===== src/rtl/unidirbus_pkg.sv =====
// Shared definitions for the 6-bit unidirectional A->B bus receiver.
package unidirbus_pkg;

  localparam int unsigned BUS_W       = 6;
  localparam int unsigned DEF_DEPTH   = 4;
  localparam int unsigned DEF_LOWMARK = 1;

  typedef enum logic [1:0] {
    ST_RECV  = 2'd0,
    ST_DRAIN = 2'd1,
    ST_TURN  = 2'd2
  } recv_state_e;

endpackage


===== src/rtl/busfifo6b.sv =====
// Synchronous 6-bit FIFO with registered count; head reads as zero while empty.
module busfifo6b
  import unidirbus_pkg::*;
#(
  parameter int unsigned DEPTH = DEF_DEPTH
) (
  input  logic                       clk,
  input  logic                       reset,
  input  logic                       push_i,
  input  logic                       pop_i,
  input  logic [BUS_W-1:0]           wdata_i,
  output logic [BUS_W-1:0]           head_c,
  output logic [$clog2(DEPTH):0]     count_o,
  output logic [$clog2(DEPTH):0]     count_nxt_c
);

  localparam int unsigned PTR_W = $clog2(DEPTH);
  localparam int unsigned CNT_W = PTR_W + 1;

  logic [BUS_W-1:0] mem_q [DEPTH];
  logic [PTR_W-1:0] wr_ptr_q, rd_ptr_q;
  logic [CNT_W-1:0] count_q;
  logic             push_ok, pop_ok;

  // Guards make the FIFO safe even if a caller ignores full/empty.
  assign push_ok     = push_i && (count_q < CNT_W'(DEPTH));
  assign pop_ok      = pop_i && (count_q != '0);
  assign count_nxt_c = count_q + CNT_W'(push_ok) - CNT_W'(pop_ok);
  assign count_o     = count_q;
  assign head_c      = (count_q != '0) ? mem_q[rd_ptr_q] : '0;

  always_ff @(posedge clk) begin
    if (reset) begin
      wr_ptr_q <= '0;
      rd_ptr_q <= '0;
      count_q  <= '0;
    end else begin
      if (push_ok) begin
        mem_q[wr_ptr_q] <= wdata_i;
        wr_ptr_q        <= wr_ptr_q + PTR_W'(1);
      end
      if (pop_ok) begin
        rd_ptr_q <= rd_ptr_q + PTR_W'(1);
      end
      count_q <= count_nxt_c;
    end
  end

endmodule


===== src/rtl/unidirbusrecv6b.sv =====
// B-side receiver: buffers strobed words and drives flow/conflict/priority
// status back to the transmitter, plus local bus-turnaround arbitration.
module unidirbusrecv6b
  import unidirbus_pkg::*;
#(
  parameter int unsigned DEPTH   = DEF_DEPTH,
  parameter int unsigned LOWMARK = DEF_LOWMARK
) (
  input  logic clk,
  input  logic reset,
  input  logic B0,
  input  logic B1,
  input  logic B2,
  input  logic B3,
  input  logic B4,
  input  logic B5,
  input  logic strobe,
  input  logic turnreq,
  input  logic pop,
  output logic flowvalve,
  output logic conflictstatus,
  output logic prioritystatus,
  output logic turngnt,
  output logic D0,
  output logic D1,
  output logic D2,
  output logic D3,
  output logic D4,
  output logic D5,
  output logic dvalid,
  output logic ovrerr
);

  localparam int unsigned CNT_W = $clog2(DEPTH) + 1;

  recv_state_e      state_q, state_d;
  logic             flowvalve_q, conflict_q, priority_q, turngnt_q, ovrerr_q;
  logic             push, drop;
  logic [BUS_W-1:0] wdata, head;
  logic [CNT_W-1:0] count, count_nxt;

  assign wdata = {B5, B4, B3, B2, B1, B0};
  // Accept only when the previously advertised valve was open.
  assign push  = strobe && flowvalve_q;
  assign drop  = strobe && !flowvalve_q;

  busfifo6b #(.DEPTH(DEPTH)) u_fifo (
    .clk         (clk),
    .reset       (reset),
    .push_i      (push),
    .pop_i       (pop),
    .wdata_i     (wdata),
    .head_c      (head),
    .count_o     (count),
    .count_nxt_c (count_nxt)
  );

  always_comb begin
    state_d = state_q;
    case (state_q)
      ST_RECV:  if (turnreq) state_d = ST_DRAIN;
      ST_DRAIN: begin
        if (!turnreq)     state_d = ST_RECV;
        else if (!strobe) state_d = ST_TURN;
      end
      ST_TURN:  if (!turnreq) state_d = ST_RECV;
      default:  state_d = ST_RECV;
    endcase
  end

  // Status flags are computed from the next state and next count.
  always_ff @(posedge clk) begin
    if (reset) begin
      state_q     <= ST_RECV;
      flowvalve_q <= 1'b0;
      conflict_q  <= 1'b1;
      priority_q  <= 1'b0;
      turngnt_q   <= 1'b0;
      ovrerr_q    <= 1'b0;
    end else begin
      state_q     <= state_d;
      flowvalve_q <= (state_d != ST_TURN) && (count_nxt < CNT_W'(DEPTH));
      conflict_q  <= (state_d == ST_RECV);
      priority_q  <= (state_d != ST_TURN) && (count_nxt <= CNT_W'(LOWMARK));
      turngnt_q   <= (state_d == ST_TURN);
      if (drop) ovrerr_q <= 1'b1;
    end
  end

  assign flowvalve      = flowvalve_q;
  assign conflictstatus = conflict_q;
  assign prioritystatus = priority_q;
  assign turngnt        = turngnt_q;
  assign ovrerr         = ovrerr_q;
  assign dvalid         = (count != '0);
  assign {D5, D4, D3, D2, D1, D0} = head;

endmodule


===== config.mk =====
export PLATFORM = sky130hd
export DESIGN_NAME = unidirbusrecv6b
export DESIGN_NICKNAME = d
export VERILOG_FILES = /design/src/rtl/unidirbus_pkg.sv /design/src/rtl/busfifo6b.sv /design/src/rtl/unidirbusrecv6b.sv
export SDC_FILE = /design/constraint.sdc
export NUM_CORES = 1
export LEC_CHECK = 0
export CORE_ASPECT_RATIO = 0.7
export CORE_UTILIZATION = 53
export DETAILED_ROUTE_END_ITERATION = 12
export PLACE_DENSITY = 0.75
export SETUP_SLACK_MARGIN = 0.3
export SLEW_MARGIN = 20
export SYNTH_ARGS = -nofsm -noshare
export SYNTH_HDL_FRONTEND = slang
export SYNTH_HIERARCHICAL = 1
export SYNTH_SLANG_ARGS = --single-unit

===== constraint.sdc =====
create_clock -name clk -period 3.45 [get_ports clk]
set_input_delay 0.5175 -clock clk [delete_from_list [all_inputs] [get_ports clk]]
set_output_delay 0.5175 -clock clk [all_outputs]
set_load 0.05 [all_outputs]

==> results by group <==
GRT
  – First-pass GRT wire length: ~4200 µm
  – Total grt overflow: 0
  – Largest net degree at the start of global routing: 14
  – Number of global-route vias before repair: 810
  – Initial antenna violation count: 0
  – GRT Util Overall: 20.0%

Synthesis
  – Synth top area share: between 40 and 50%
  – Count leader, synth: edfxtp_1
  – Register area share after synthesis: 64.5%
  – Synth warnings: 6
  – Synth Instances: 111
  – Mapped cell area: 0.00161 mm²
  – Number of flops mapped to enable cells by yosys: 24
  – Synth top cells by count: 24 x edfxtp_1, 16 x dfxtp_1, 11 x nor2b_1
  – Synth unique cells: 26
  – Flops & latches, synth: 40
  – Syn Area/Cell: 14.5 µm²
  – Syn nets: 129
  – Fraction of registers with async set/reset: 0%
  – Most used flip-flop cell after synthesis: edfxtp_1
  – Synth area leader: edfxtp_1
  – Synth area leaders: edfxtp_1 45%, dfxtp_1 20%, mux4_2 8.4%

Detailed routing
  – Routed WL per cell: around 16 µm
  – DR vias/cell: 5.14
  – DRC viols: 0
  – First DRT Iteration DRCs: 44
  – Routed Antenna Nets: 0
  – Final wirelength: around 2800 µm
  – Via Count: 900
  – Drt first pass iters: 4

Floorplan
  – Die Area: 0.00327 mm²
  – Placeable Area: 0.00284 mm²
  – Io pins: 23
  – Die W: approximately 68 µm
  – Initial Utilization: 56.8%
  – Die Y: 48.2 µm
  – # rows: 16

STA
  – Max-slew headroom: about 64%
  – Final Hold Vio Count: 0
  – Final setup viols: 0
  – Unrepaired setup endpoints after global routing: false
  – Setup TNS: 0 ns
  – Slew @ Worst Pin: 0.541 ns
  – Worst clock skew: 0.00215 ns
  – Top achievable clock speed: 359 MHz
  – Slew Limit Fails: 0
  – Period Utilization, post-route: 80.7%
  – Min Tclk post-route: 2.78 ns

Place
  – Placer congestion estimate: between 0.7 and 0.8
  – PortBufs: 22
  – Placed Cells: 167
  – DP HPWL: 2090 µm

CTS
  – Skew-Pair Late Insertion Delay: between 0.2 and 0.3 ns
  – Sink Count: 40
  – Clk Tree Root Cell: clkbuf_8
  – CTS tree: done
  – Post-CTS Setup Repair Bufs: 0
  – Post-CTS sizing: 0
  – Hold buffers post-CTS: 0
  – H-tree Lvls: 2
  – CTS max path bufs: 2
  – Clock transition at path regs: about 0.070 ns
  – Total CTS buffers: 5

Worst hold path
  – Hold_sp: ovrerr$_SDFFE_PP0P_
  – Worst Hold End: ovrerr$_SDFFE_PP0P_
  – HP Class: reg2reg
  – Worst Hold Depth: 2

Setup path
  – Reg2Reg Capture Point: prioritystatus$_SDFF_PP0_
  – Worst Reg2Reg Path Length in Cells: 10
  – Critical Path Source Type: flip-flop
  – Max incr delay on CP: 0.72 ns
  – Stages on the worst setup path: 3
  – Arrival time worst endpoint: 2.26 ns
  – Crit end category: output port
  – Worst R2R Setup Slack: 0.82 ns
  – CP delay by family, top: buffers and inverters
  – Crit path max fanout: 6
  – CP max stage cell: clkdlybuf4s50_1
  – Cells along the critical path: mux4_2, nor2b_1, clkdlybuf4s50_1
  – CP required: 2.93 ns
  – WP buf/inv: 1
  – Crit path kind: reg2out
  – FF-to-FF Start: u_fifo/count_o[0]$_SDFF_PP0_

Power
  – Peak supply drop: 0.352 mV
  – Final Power: 1.55 mW
  – Lkg Pwr: approximately 0.72 nW
  – Power Dens Cells: 782 mW/mm²

Cells and area
  – Fin cells: 175
  – Antenna fix cells: 0
  – Area grow syn2layout: 23.0%
  – Layout cells sized above 1: around 11%
  – Layout Nets: 156

Status
  – Status: complete, no violations

Flow run
  – Max-cap violations: 0
-- layer usage --
metal,vias to the layer above,share of wire [%],track usage (%)
met4,0,0,3.75
li1,447,-,-
met5,-,0,0
met2,16,48,30.4
met3,0,5.4,9.11
met1,437,47,26.8
-- placed cells by master, fill, tap and decap left out, drive strengths merged, types with 4 or more instances in the layout --
cell type	count
clkbuf	6
nor2b	11
clkdlybuf4s50	21
mux4	6
dfxtp	16
edfxtp	24
ha	6
a21oi	5
nor2	4
inv	8
and2	5
-- final cells by class --
class | instances | area, µm²
Sequential cell | 40 | 1040
Fill cell | 213 | 857
Multi-Input combinational cell | 61 | 531
Timing Repair Buffer | 22 | 223
Clock buffer | 6 | 82.6
Tap cell | 36 | 45.0
Clock inverter | 2 | 33.8
Inverter | 8 | 30.0
-- logic make-up (layout without fill, tap and decap cells) --
kind of cell	after synthesis	in the layout	synth area share, %
flops	40	40	64.5
simple gates	36	36	13.5
buf+inv	10	38	2.79
compound gates	8	8	2.79
fa+ha+maj	7	7	5.89
mux	6	6	8.37
xor+xnor	4	4	2.17
-- worst max-delay path by stage --
stage | start | endpoint
2_1_floorplan | flowvalve$_SDFF_PP0_ | prioritystatus$_SDFF_PP0_
3_3_place_gp | strobe | prioritystatus$_SDFF_PP0_
3_5_place_dp | strobe | prioritystatus$_SDFF_PP0_
4_1_cts | strobe | prioritystatus$_SDFF_PP0_
5_1_grt | flip-flop | D3
6_report | flip-flop | D5
-- registers in the layout, indices dropped and copies added, names as in the netlist, named ones only --
name and flops:
conflictstatus 1, ovrerr 1, prioritystatus 1, u_fifo/mem_q 24, u_fifo/wr_ptr_q 2, turngnt 1
u_fifo/count_o 3, u_fifo/rd_ptr_q 2, state_q 2, flowvalve 1
-- worst min-delay path, stage by stage (launching register included) --
cell and delay, ns:
dfxtp_1 0.31, inv_1 0.05, a21oi_1 0.05
-- stage by stage --
| step | hold WS, ns | cell area, µm² | setup WS, ns | utilization (%) |
|---|---|---|---|---|
| finish | 0.451 | 1990 | 0.668 | 69.9 |
| CTS | 0.450 | 1980 | 0.366 | 69.7 |
| detailed placement | 0.439 | 1860 | 0.0872 | 65.6 |
| global placement | 0.436 | 1860 | 0.244 | 65.6 |
| global route | 0.515 | 1990 | 0.534 | 69.9 |
| floorplan | 0.459 | 1610 | 0.681 | - |
-- power breakdown --
| group | internal, mW | leakage, nW | total [mW] | switching (mW) |
|---|---|---|---|---|
| Combinational | 0.233 | 0.311 | 0.559 | 0.325 |
| Sequential | 0.556 | 0.348 | 0.612 | 0.0565 |
| Clock | 0.233 | 0.0588 | 0.382 | 0.149 |
| Total | 1.02 | 0.718 | 1.55 | 0.531 |
Note: power is estimated with default switching activity, not from simulation.
